### src/rtl/interleaver_multimode_pkg.sv
// Shared types, sizes and per-mode helper functions for the multimode 802.16 block interleaver.
package interleaver_pkg;

  localparam int unsigned N_CARRIERS = 96;
  localparam int unsigned D          = 16;
  localparam int unsigned NCBPS_MAX  = 576;
  localparam int unsigned AW         = 10;
  localparam int unsigned CW         = $clog2(D);

  typedef enum logic [1:0] {MOD_BPSK, MOD_QPSK, MOD_16QAM, MOD_64QAM} mode_t;
  typedef enum logic [1:0] {EMPTY, FILLING, FULL, READING} bank_state_t;

  function automatic logic [2:0] ncpc(input mode_t m);
    logic [2:0] r;
    case (m)
      MOD_BPSK:  r = 3'd1;
      MOD_QPSK:  r = 3'd2;
      MOD_16QAM: r = 3'd4;
      default:   r = 3'd6;
    endcase
    return r;
  endfunction

  function automatic logic [AW-1:0] ncbps(input mode_t m);
    return AW'(N_CARRIERS * ncpc(m));
  endfunction

  function automatic logic [1:0] s_of(input mode_t m);
    logic [1:0] r;
    case (m)
      MOD_16QAM: r = 2'd2;
      MOD_64QAM: r = 2'd3;
      default:   r = 2'd1;
    endcase
    return r;
  endfunction

  // Bit-serial remainder: r = (2r + bit) mod 3, MSB first; no divider needed.
  function automatic logic [1:0] mod3(input logic [AW-1:0] v);
    logic [2:0] t;
    logic [1:0] r;
    r = 2'd0;
    for (int i = AW - 1; i >= 0; i--) begin
      t = {r, v[i]};
      if (t >= 3'd3) t = t - 3'd3;
      r = t[1:0];
    end
    return r;
  endfunction

endpackage

### src/rtl/interleaver_multimode_if.sv
// Bit-serial stream bundle: upstream ready/valid input, downstream ready/valid output with framing.
interface interleaver_multimode_if;
  logic [1:0] mode;
  logic       data_in;
  logic       valid_in;
  logic       ready_out;
  logic       data_out;
  logic       valid_out;
  logic       ready_in;
  logic       last_out;
  logic [1:0] mode_out;

  modport slave (
    input  mode, data_in, valid_in, ready_in,
    output ready_out, data_out, valid_out, last_out, mode_out
  );

  modport master (
    output mode, data_in, valid_in, ready_in,
    input  ready_out, data_out, valid_out, last_out, mode_out
  );
endinterface

### src/rtl/interleaver_multimode_addr_gen.sv
// Incremental k -> j write-address generator; keeps col/row/m counters so no division is needed.
module interleaver_addr_gen
  import interleaver_pkg::*;
(
  input  logic          clk,
  input  logic          i_clear,
  input  mode_t         i_mode,
  input  logic          i_advance,
  output logic [AW-1:0] o_j,
  output logic          o_first,
  output logic          o_last
);

  logic [AW-1:0] r_k;
  logic [AW-1:0] r_row;
  logic [AW-1:0] r_m;
  logic [CW-1:0] r_col;
  logic [AW-1:0] w_step;
  logic [1:0]    w_m3;
  logic [1:0]    w_c3;
  logic [1:0]    w_diff;

  assign w_step  = ncbps(i_mode) >> CW;
  assign o_first = (r_k == '0);
  assign o_last  = (r_k == ncbps(i_mode) - AW'(1));
  assign w_m3    = mod3(r_m);
  assign w_c3    = mod3(AW'(r_col));

  // Ncbps is a multiple of s in every mode, so it drops out of (m + Ncbps - col) mod s.
  always_comb begin
    w_diff = w_m3 + 2'd3 - w_c3;
    if (w_m3 >= w_c3) w_diff = w_m3 - w_c3;
    case (s_of(i_mode))
      2'd2:    o_j = {r_m[AW-1:1], r_m[0] ^ r_col[0]};
      2'd3:    o_j = r_m - AW'(w_m3) + AW'(w_diff);
      default: o_j = r_m;
    endcase
  end

  always_ff @(posedge clk) begin
    if (i_clear || (i_advance && o_last)) begin
      r_k   <= '0;
      r_row <= '0;
      r_m   <= '0;
      r_col <= '0;
    end else if (i_advance) begin
      r_k <= r_k + AW'(1);
      if (r_col == CW'(D - 1)) begin
        r_col <= '0;
        r_row <= r_row + AW'(1);
        r_m   <= r_row + AW'(1);
      end else begin
        r_col <= r_col + CW'(1);
        r_m   <= r_m + w_step;
      end
    end
  end

endmodule

### src/rtl/interleaver_multimode.sv
// Ping-pong multimode block interleaver: permuted writes into one bank, sequential reads of the other.
module interleaver_multimode
  import interleaver_pkg::*;
(
  input logic                    clk,
  input logic                    reset,
  interleaver_multimode_if.slave bus
);

  logic          r_bank0 [NCBPS_MAX];
  logic          r_bank1 [NCBPS_MAX];
  bank_state_t   r_state [2];
  bank_state_t   w_state_d [2];
  mode_t         r_mode_tag [2];
  logic          r_wr_sel;
  logic          r_rd_sel;
  logic [AW-1:0] r_rd_addr;
  logic          r_data_out;
  logic          r_valid_out;
  logic          r_last_out;
  mode_t         r_mode_out;

  logic          w_wr_fire;
  logic          w_first;
  logic          w_last;
  logic [AW-1:0] w_j;
  mode_t         w_wr_mode;
  logic          w_rd_fire;
  logic          w_cur_done;
  logic          w_load_seq;
  logic          w_load_new;
  logic          w_next_sel;
  logic          w_next_avail;
  logic          w_rd_bank;
  logic [AW-1:0] w_rd_addr;
  logic          w_rd_bit;

  assign bus.ready_out = (r_state[r_wr_sel] == EMPTY) || (r_state[r_wr_sel] == FILLING);
  assign bus.data_out  = r_data_out;
  assign bus.valid_out = r_valid_out;
  assign bus.last_out  = r_last_out;
  assign bus.mode_out  = r_mode_out;

  assign w_wr_fire = bus.valid_in && bus.ready_out;
  assign w_wr_mode = w_first ? mode_t'(bus.mode) : r_mode_tag[r_wr_sel];

  interleaver_addr_gen u_addr_gen (
    .clk       (clk),
    .i_clear   (reset),
    .i_mode    (w_wr_mode),
    .i_advance (w_wr_fire),
    .o_j       (w_j),
    .o_first   (w_first),
    .o_last    (w_last)
  );

  // A bank completing this very cycle counts as available, giving the 1-cycle fill-to-valid latency.
  assign w_rd_fire    = r_valid_out && bus.ready_in;
  assign w_cur_done   = w_rd_fire && r_last_out;
  assign w_load_seq   = w_rd_fire && !r_last_out;
  assign w_next_sel   = w_cur_done ? ~r_rd_sel : r_rd_sel;
  assign w_next_avail = (r_state[w_next_sel] == FULL) ||
                        (w_wr_fire && w_last && (r_wr_sel == w_next_sel));
  assign w_load_new   = (!r_valid_out || w_cur_done) && w_next_avail;
  assign w_rd_bank    = w_load_new ? w_next_sel : r_rd_sel;
  assign w_rd_addr    = w_load_new ? '0 : r_rd_addr;
  assign w_rd_bit     = w_rd_bank ? r_bank1[w_rd_addr] : r_bank0[w_rd_addr];

  always_comb begin
    for (int b = 0; b < 2; b++) begin
      w_state_d[b] = r_state[b];
      if (w_wr_fire && (r_wr_sel == 1'(b))) w_state_d[b] = w_last ? FULL : FILLING;
      if (w_cur_done && (r_rd_sel == 1'(b))) w_state_d[b] = EMPTY;
      if (w_load_new && (w_next_sel == 1'(b))) w_state_d[b] = READING;
    end
  end

  always_ff @(posedge clk) begin
    if (w_wr_fire && !reset) begin
      if (r_wr_sel) r_bank1[w_j] <= bus.data_in;
      else          r_bank0[w_j] <= bus.data_in;
    end
  end

  always_ff @(posedge clk) begin
    if (reset) begin
      r_state[0]    <= EMPTY;
      r_state[1]    <= EMPTY;
      r_mode_tag[0] <= MOD_BPSK;
      r_mode_tag[1] <= MOD_BPSK;
      r_wr_sel      <= 1'b0;
      r_rd_sel      <= 1'b0;
      r_rd_addr     <= '0;
      r_data_out    <= 1'b0;
      r_valid_out   <= 1'b0;
      r_last_out    <= 1'b0;
      r_mode_out    <= MOD_BPSK;
    end else begin
      r_state[0] <= w_state_d[0];
      r_state[1] <= w_state_d[1];
      if (w_wr_fire && w_first) r_mode_tag[r_wr_sel] <= mode_t'(bus.mode);
      if (w_wr_fire && w_last) r_wr_sel <= ~r_wr_sel;
      if (w_cur_done) r_rd_sel <= ~r_rd_sel;
      if (w_load_new) begin
        r_data_out  <= w_rd_bit;
        r_valid_out <= 1'b1;
        r_last_out  <= 1'b0;
        r_mode_out  <= r_mode_tag[w_next_sel];
        r_rd_addr   <= AW'(1);
      end else if (w_load_seq) begin
        r_data_out <= w_rd_bit;
        r_last_out <= (r_rd_addr == ncbps(r_mode_out) - AW'(1));
        r_rd_addr  <= r_rd_addr + AW'(1);
      end else if (w_cur_done) begin
        r_valid_out <= 1'b0;
        r_last_out  <= 1'b0;
      end
    end
  end

endmodule

### src/flat_wrapper.sv
// flat-port wrapper written by rule: the top's interface ports become plain ports
module interleaver_multimode_flat import interleaver_pkg::*;
  (clk, reset, bus_mode, bus_data_in, bus_valid_in, bus_ready_in, bus_ready_out, bus_data_out, bus_valid_out, bus_last_out, bus_mode_out);
  interleaver_multimode_if bus_i ();
  input logic clk;
  input logic reset;
  input wire logic [$bits(bus_i.mode)-1:0] bus_mode;
  input wire logic [$bits(bus_i.data_in)-1:0] bus_data_in;
  input wire logic [$bits(bus_i.valid_in)-1:0] bus_valid_in;
  input wire logic [$bits(bus_i.ready_in)-1:0] bus_ready_in;
  output wire logic [$bits(bus_i.ready_out)-1:0] bus_ready_out;
  output wire logic [$bits(bus_i.data_out)-1:0] bus_data_out;
  output wire logic [$bits(bus_i.valid_out)-1:0] bus_valid_out;
  output wire logic [$bits(bus_i.last_out)-1:0] bus_last_out;
  output wire logic [$bits(bus_i.mode_out)-1:0] bus_mode_out;
  assign bus_i.mode = bus_mode;
  assign bus_i.data_in = bus_data_in;
  assign bus_i.valid_in = bus_valid_in;
  assign bus_i.ready_in = bus_ready_in;
  assign bus_ready_out = bus_i.ready_out;
  assign bus_data_out = bus_i.data_out;
  assign bus_valid_out = bus_i.valid_out;
  assign bus_last_out = bus_i.last_out;
  assign bus_mode_out = bus_i.mode_out;
  interleaver_multimode u_core (.clk(clk), .reset(reset), .bus(bus_i));
endmodule
### config.mk
export PLATFORM = sky130hd
export DESIGN_NAME = interleaver_multimode_flat
export DESIGN_NICKNAME = d
export VERILOG_FILES = /design/src/rtl/interleaver_multimode_pkg.sv /design/src/rtl/interleaver_multimode_if.sv /design/src/rtl/interleaver_multimode_addr_gen.sv /design/src/rtl/interleaver_multimode.sv /design/src/flat_wrapper.sv
export SDC_FILE = /design/constraint.sdc
export NUM_CORES = 2
export LEC_CHECK = 0
export ABC_AREA = 1
export CAP_MARGIN = 20
export CORE_ASPECT_RATIO = 0.7
export CORE_MARGIN = 4
export CORE_UTILIZATION = 54
export DETAILED_ROUTE_END_ITERATION = 16
export MAX_ROUTING_LAYER = met4
export PLACE_DENSITY = 0.69
export SYNTH_ARGS = -nofsm -noshare
export SYNTH_HDL_FRONTEND = slang
export SYNTH_SLANG_ARGS = --single-unit
### constraint.sdc
create_clock -name clk -period 26.7 [get_ports clk]
set_clock_uncertainty 0.2 [all_clocks]
set_input_delay 5.34 -clock clk [delete_from_list [all_inputs] [get_ports clk]]
set_output_delay 5.34 -clock clk [all_outputs]
set_load 0.01 [all_outputs]
Word-level counts from Yosys, hierarchy flattened
Memory sizes are Yosys's and may differ from the RTL's. A register that Yosys moved wholly into a read port is not among the register bits.
Cells that the tools add are included.
{ "op_classes": {"add_sub_neg": 24, "n_bitwise": 6, "n_lt_le_gt_ge": 13, "multipliers": 2, "muxes": 63, "n_eq_ne": 16, "reduce_logical": 35} }
{ "ops": {"columns": ["cell", "count"], "rows": [
  ["$mux 2", 24],
  ["$add 10x1->10 const B", 3],
  ["$ge 3x2->1 const B", 10],
  ["$mux 1", 29],
  ["$sub 2x2->2 const B", 12],
  ["$eq 10x10->1", 2],
  ["$mux 10", 2],
  ["$pmux 10 s2", 1],
  ["$sub 10x1->10 const B", 2],
  ["$pmux 3 s3", 2],
  ["$logic_and 1x1->1", 15],
  ["$eq 2x2->1 const B", 6],
  ["$add 10x2->10", 1],
  ["$add 10x6->10", 1],
  ["$logic_not 10->1", 1],
  ["$mul 2x3->5 const A", 2],
  ["$sub 10x2->10", 1],
  ["$mux 3", 3],
  ["$reduce_and 2->1", 4],
  ["$eq 2x1->1 const B", 3],
  ["$logic_not 2->1", 3],
  ["$ne 3x3->1 const B", 2],
  ["$reduce_bool 2->1", 3],
  ["$add 4x1->4 const B", 1],
  ["other kinds (15)", 26]
]} }
{ "word_totals": {"n_memories": 4, "input_bits": 7, "ram_bits": 1160, "wordCells": 174, "output_inout_bits": 6, "reg_bits": 49} }
{ "memory_table": {"columns": ["memory", "depth", "word_bits", "rd", "rd_ports_with_merged_regs", "write_ports", "line_no", "text"], "rows": [
  ["u_core.r_bank0", 576, 1, 1, 0, 1, "interleaver_multimode.sv:10", "logic r_bank0 [NCBPS_MAX];"],
  ["u_core.r_bank1", 576, 1, 1, 0, 1, "interleaver_multimode.sv:11", "logic r_bank1 [NCBPS_MAX];"],
  ["u_core.r_mode_tag", 2, 2, 2, 2, 2, "interleaver_multimode.sv:14", "mode_t r_mode_tag [2];"],
  ["u_core.r_state", 2, 2, 2, 1, 2, "interleaver_multimode.sv:12", "bank_state_t r_state [2];"]
]} }

Depth between registers and ports, before layout
{ "depth": {"depth_word": 23, "depth_mapped": 78, "mapped_depth_nobuf": 77} }

By module
From an unflattened synthesis, not the netlist that was laid out.
{ "hier_totals": {"cells_unflattened": 6421, "area_unflattened_um2": 61088.6} }
{ "by_module_without_submodules": {"columns": ["mod", "seq_area_each_um2", "area_each_um2", "n_inst", "cells_per_inst"], "rows": [
  ["interleaver_multimode", 35193.8, 57766.7, 1, 5933],
  ["interleaver_addr_gen", 680.7, 3321.9, 1, 488]
]} }

Worst setup path before layout
No wires, ideal clock.
{ "synth_path": {"path_type": "register -> register", "startpoint": "reg u_core.u_addr_gen.r_m[9]", "endpoint": "mem u_core.r_bank1[449] (enable)", "stages_incl_launch_ff": 75, "path_buffers": 1, "path_slack_ns": 17.684, "period_less_slack_ns": 9.016, "setup_ns": 0.313, "t_required_ns": 26.187, "arrival_ns": 8.504, "cell_sequence": "dfxtp_1 -> inv_1 -> ha_1 -> ha_1 -> nor2_1 -> nand2_1 -> xor2_1 -> inv_1 -> ha_1 -> nor2_1 -> o21ai_2 -> xor2_1 -> inv_1 -> ha_1 -> nor3b_2 -> or2_1 -> nand2_1 -> ha_1 -> [39 not listed] -> nor2_1 -> nor2_1 -> nor2_1 -> nor2_1 -> nor2_1 -> nor2_1 -> nor2_1 -> nor2_1 -> inv_1 -> a21oi_1 -> xor2_1 -> o22ai_1 -> inv_1 -> nand2_1 -> nor2_1 -> nand2_1 -> clkbuf_1 -> nor3_1"} }
{ "synth_via": {"elab_chain_cells": 23, "word_cells_on_any_way": 35, "cone_classes": "add/sub: 14; order compare: 10; mux: 11"} }
{ "synth_rtl": {"columns": ["element", "line_no", "text"], "rows": [
  ["start: declaration", "interleaver_multimode_addr_gen.sv:16", "logic [AW-1:0] r_m;"],
  ["start signal: assignment", "interleaver_multimode_addr_gen.sv:51", "r_m <= r_row + AW'(1);"],
  ["start signal: assignment", "interleaver_multimode_addr_gen.sv:54", "r_m <= r_m + w_step;"],
  ["$sub 2x2->2 / $ge 2x2->1 (equally long branches)", "interleaver_multimode_pkg.sv:45", "if (t >= 3'd3) t = t - 3'd3;"],
  ["$mux 2", "interleaver_multimode_pkg.sv:45", null],
  ["$ge 3x2->1 / $sub 2x2->2 (equally long branches)", "interleaver_multimode_pkg.sv:45", null],
  ["$mux 2", "interleaver_multimode_pkg.sv:45", null],
  ["$ge 3x2->1 / $sub 2x2->2 (equally long branches)", "interleaver_multimode_pkg.sv:45", null],
  ["$mux 2", "interleaver_multimode_pkg.sv:45", null],
  ["$ge 3x2->1 / $sub 2x2->2 (equally long branches)", "interleaver_multimode_pkg.sv:45", null],
  ["$mux 2", "interleaver_multimode_pkg.sv:45", null],
  ["[7 not listed]", null, null],
  ["$mux 2", "interleaver_multimode_pkg.sv:45", null],
  ["$ge 3x2->1 / $sub 2x2->2 (equally long branches)", "interleaver_multimode_pkg.sv:45", null],
  ["$mux 2", "interleaver_multimode_pkg.sv:45", null],
  ["$add 2x2->2", "interleaver_multimode_addr_gen.sv:31", "w_diff = w_m3 + 2'd3 - w_c3;"],
  ["$sub 2x2->2", "interleaver_multimode_addr_gen.sv:31", null],
  ["$mux 2", "interleaver_multimode_addr_gen.sv:32", "if (w_m3 >= w_c3) w_diff = w_m3 - w_c3;"],
  ["$add 10x2->10", "interleaver_multimode_addr_gen.sv:35", "2'd3: o_j = r_m - AW'(w_m3) + AW'(w_diff);"],
  ["$pmux 10 s2 *", "interleaver_multimode_addr_gen.sv:33", "case (s_of(i_mode))"],
  ["end: declaration", "interleaver_multimode.sv:11", null]
]} }
Every way passes the cells marked *; elsewhere a longest branch is shown, timed or not.

Final worst setup path
{ "layout_path": {"startpoint": "in bus_mode[1]", "endpoint": "reg u_core.r_data_out (netlist: u_core.bus.data_out)"} }
{ "layout_via": {"elab_chain_cells": 15, "word_cells_on_any_way": 20, "cone_classes": "add/sub: 1; mul: 1; eq/ne: 3; mux: 7; reduce/logical: 6; memory: 2"} }
{ "layout_rtl": {"columns": ["element", "line_no", "text"], "rows": [
  ["start: declaration", "flat_wrapper.sv:7", "input wire logic [$bits(bus_i.mode)-1:0] bus_mode;"],
  ["$mux 2 *", "interleaver_multimode.sv:45", "assign w_wr_mode = w_first ? mode_t'(bus.mode) : r_mode_tag[r_wr_sel];"],
  ["$eq 2x2->1 (tied with other cells)", "interleaver_multimode_pkg.sv:15", "case (m)"],
  ["$pmux 3 s3 *", "interleaver_multimode_pkg.sv:15", null],
  ["$mul 2x3->5 *", "interleaver_multimode_pkg.sv:25", "return AW'(N_CARRIERS * ncpc(m));"],
  ["$sub 10x1->10 *", "interleaver_multimode_addr_gen.sv:25", "assign o_last = (r_k == ncbps(i_mode) - AW'(1));"],
  ["$eq 10x10->1 *", "interleaver_multimode_addr_gen.sv:25", null],
  ["$logic_and 1x1->1 * (2 in series)", "interleaver_multimode.sv:63", "(w_wr_fire && w_last && (r_wr_sel == w_next_sel));"],
  ["$logic_or 1x1->1 *", "interleaver_multimode.sv:62", "assign w_next_avail = (r_state[w_next_sel] == FULL) ||"],
  ["$logic_and 1x1->1 *", "interleaver_multimode.sv:64", "assign w_load_new = (!r_valid_out || w_cur_done) && w_next_avail;"],
  ["$mux 10", "interleaver_multimode.sv:66", "assign w_rd_addr = w_load_new ? '0 : r_rd_addr;"],
  ["$mem_v2 576x1, on equally long branches", null, null],
  ["$mux 1", "interleaver_multimode.sv:67", "assign w_rd_bit = w_rd_bank ? r_bank1[w_rd_addr] : r_bank0[w_rd_addr];"],
  ["$mux 1", "interleaver_multimode.sv:110", "end else if (w_load_seq) begin"],
  ["$mux 1", "interleaver_multimode.sv:104", "if (w_load_new) begin"],
  ["end signal: assignment", "interleaver_multimode.sv:105", "r_data_out <= w_rd_bit;"],
  ["end signal: assignment", "interleaver_multimode.sv:111", "r_data_out <= w_rd_bit;"],
  ["end: declaration", "interleaver_multimode.sv:18", "logic r_data_out;"]
]} }
Every way passes the cells marked *; elsewhere a longest branch is shown, timed or not. The select of a mux whose other input is x is not followed.
A chain may end at the register's enable or synchronous reset.

==> flow_metrics.tcl <==
set metrics [dict create \
    ys_ff_latch 1212 \
    drtIter0Drc 8521 \
    tightest_slew_ns 1.43 \
    pre_cts_slack_ns 13.93 \
    firstDrtPassIters 9 \
    worstSetupPathType "primary input to register" \
    slew_headroom_pct 4.44 \
    dp.final_hpwl_mm 92.5 \
    final_hold_viol_count 0 \
    slowest_stage "buf_4" \
    synth_edf_count 1160 \
    min_period_over_period_pct 45.9 \
    min-delay-start "u_core.u_addr_gen.r_row[9]$_SDFFE_PP0P_" \
    antenna_found_initial 2 \
    die-area_um2 118000 \
    nNetsFinal 6104 \
    leakagePower_nw 22.8 \
    maxCapViolations 0 \
    clock-root-buffer "clkbuf_16" \
    powerDensity_nw_per_um2 74.2 \
    startpoint_type "primary input" \
    rrSetupSlack_ns 15.30 \
    synth_nets 6497 \
    yosysTopAreaCell "edfxtp_1" \
    cts_resized 0 \
    crit_required_ns 27.10 \
    io_buffers 12 \
    status "complete, no violations" \
    vias 48400 \
    synth_cell_types 52 \
    die_y_um 289 \
    routed_wl_mm 188 \
    area_growth_pct 6.33 \
    fillers 9685 \
    dpl-instance-area_um2 61400 \
    drc_errors 0 \
    synthArstFlopShare_pct 0 \
    coreArea_um2 111000 \
    antenna_left 0 \
    cts_num_sinks 1212 \
    r2r_cells 74 \
    grt_max_degree 288 \
    fin_crit_ns 12.26 \
    die_width_um 410 \
    grt_pass1_wl_mm 282 \
    wl_per_cell_um 24.6 \
    holdCritPathClass "register to register" \
    post-cts-setup-buffers 0 \
    cts_tree "done" \
    finalSetupTns_ns 0 \
    synth_most_common_cell "nor3_1" \
    netlist_area_um2 61000 \
    worstSkewPairLatency_ns 0.73 \
    avgViaCountPerCell 6.34 \
    synthTopCellsByCount "1171 x nor3_1, 1160 x edfxtp_1, 1016 x nand2_1" \
    yosys-top-cells-area "edfxtp_1 57%, nor3_1 9.6%, nand3_1 7.6%" \
    grt.overflow.total 0 \
    holdBufCountCts 0 \
    ys.warnings.count 0 \
    start_util_pct 54.8 \
    grt_use_total_pct 32.1 \
    worstSetupStartpoint "bus_mode[1]" \
    synthCells 6439 \
    finalSetupViolations 0 \
    syn_avg_cell_area_um2 9.47 \
    path_max_fanout 89 \
    ios 13 \
    rows 102 \
    maxSlewViolCount 0 \
    hold_ws_ns 0.278 \
    clk_path_buf_depth 3 \
    ys_seq_area_share_pct 58.8 \
    stdcell_area_um2 64800 \
    crit_top_cell "nand3_1" \
    arrival_ns 12.66 \
    synth_ff_type "edfxtp_1" \
    finalWorstSetupSlack_ns 14.44 \
    gp_congestion 0.880 \
    path_clk_slew_ns 0.07 \
    slowest_delay_ns 0.77 \
    r2r-end "u_core.r_bank1[310]$_DFFE_PP_" \
    numCtsBuffers 114 \
    drive_gt1_share_pct 5.69 \
    grt_pass1_vias 44200 \
    critPathCapture "u_core.bus.data_out$_SDFFE_PP0P_" \
    end_kind "register" \
    r2r-start "u_core.u_addr_gen.r_m[9]$_SDFFE_PP0P_" \
    synth_top_area_share_pct 57.1 \
    whs_path_depth 2 \
    ir_worst_vdd_mv 0.109 \
    cts_htree_levels 3 \
    grt_setup_unrepaired "false" \
    max_freq_mhz 81.6 \
]
==> critical path, delay by kind of cell <==
family | cells | cell delay [ns]
and+or+nand+nor | 21 | 3.30
buffers and inverters | 5 | 2.91
xor gates and xnor gates | 1 | 0.16
AOI/OAI and AO/OA | 2 | 0.33
adders and majority gates | 1 | 0.25
==> power by group <==
| group | internal, mW | total, mW | switching (mW) |
|---|---|---|---|
| Clock | 0.837 | 1.56 | 0.720 |
| Combinational | 0.213 | 1.16 | 0.944 |
| Sequential | 2.09 | 2.10 | 0.0102 |
| Total | 3.14 | 4.81 | 1.67 |
==> metrics by stage <==
step | std cells | utilization [%] | power [mW]
after floorplan | 6439 | - | 2.79
after global placement | 7436 | 55.2 | 3.24
after detailed placement | 7436 | 55.2 | 3.25
after CTS | 7640 | 58.2 | 4.78
after global routing | 7643 | 58.3 | 4.97
final | 7643 | 58.3 | 4.81
==> layout by cell type, fill, tap and decap left out, drive strengths merged, types with 2 or more instances in the layout <==
master / count
a211oi: 5
a21oi: 41
a221oi: 5
a22oi: 2
a31oi: 6
buf: 90
bufinv: 5
clkbuf: 142
clkdlybuf4s50: 11
clkinv: 59
dfxtp: 52
edfxtp: 1160
fa: 2
ha: 49
inv: 673
mux2i: 2
nand2: 1022
nand3: 931
nand3b: 211
nand4: 5
nor2: 147
nor3: 1173
nor3b: 5
nor4: 2
o2111ai: 4
o211ai: 130
o21a: 3
o21ai: 85
o21bai: 3
o22ai: 13
o31ai: 8
or2: 54
xnor2: 8
xor2: 21
==> sequential cells by signal (all words and copies together), names as in the netlist, 2 cells and up, named ones only <==
name,flops
u_core.r_mode_tag,4
u_core.u_addr_gen.r_m,10
u_core.bus.mode_out,2
u_core.u_addr_gen.r_col,4
u_core.r_bank0,576
u_core.u_addr_gen.r_row,10
u_core.r_state,4
u_core.r_rd_addr,10
u_core.u_addr_gen.r_k,10
u_core.r_bank1,576
==> cells by family (layout without fill, tap and decap cells) <==
family | after synthesis | count (layout) | share of synthesized area, %
compound gates | 309 | 309 | 3.30
xor+xnor | 29 | 29 | 0.417
fa+ha+maj | 51 | 51 | 1.07
buf+inv | 1285 | 980 | 8.45
flops | 1212 | 1212 | 58.8
mux | 2 | 2 | 0.0328
other cells | 0 | 1 | 0
simple gates | 3551 | 3551 | 27.9
==> area by class of cell <==
class	count	area [µm²]	share of cell area (%)
repair buffers	101	898	1.39
clock inverters	62	412	0.635
inverters	675	2550	3.94
flip-flops and latches	1212	35900	55.3
well taps	1508	1890	2.91
diodes	1	2.50	0.00386
clock buffers	142	3000	4.63
multi-input cells	3942	20200	31.2
==> worst min-delay path by stage <==
stage,slack (ns),to
6_report,0.28,u_core.u_addr_gen.r_row[9]$_SDFFE_PP0P_
5_1_grt,0.31,u_core.u_addr_gen.r_row[9]$_SDFFE_PP0P_
4_1_cts,0.28,u_core.u_addr_gen.r_row[9]$_SDFFE_PP0P_
3_5_place_dp,0.27,u_core.u_addr_gen.r_row[9]$_SDFFE_PP0P_
3_3_place_gp,0.26,u_core.u_addr_gen.r_row[9]$_SDFFE_PP0P_
2_1_floorplan,0.26,u_core.r_rd_addr[3]$_SDFFE_PP0P_
==> layer usage <==
| metal | wire, µm | part of all wire (%) | global-route usage (%) |
|---|---|---|---|
| met1 | 76600 | 41 | 46.0 |
| met2 | 79600 | 42 | 45.4 |
| met3 | 26000 | 14 | 8.06 |
| met4 | 5850 | 3.1 | 9.09 |
| met5 | 0 | 0 | - |
Power figures use the tool's default switching activity.
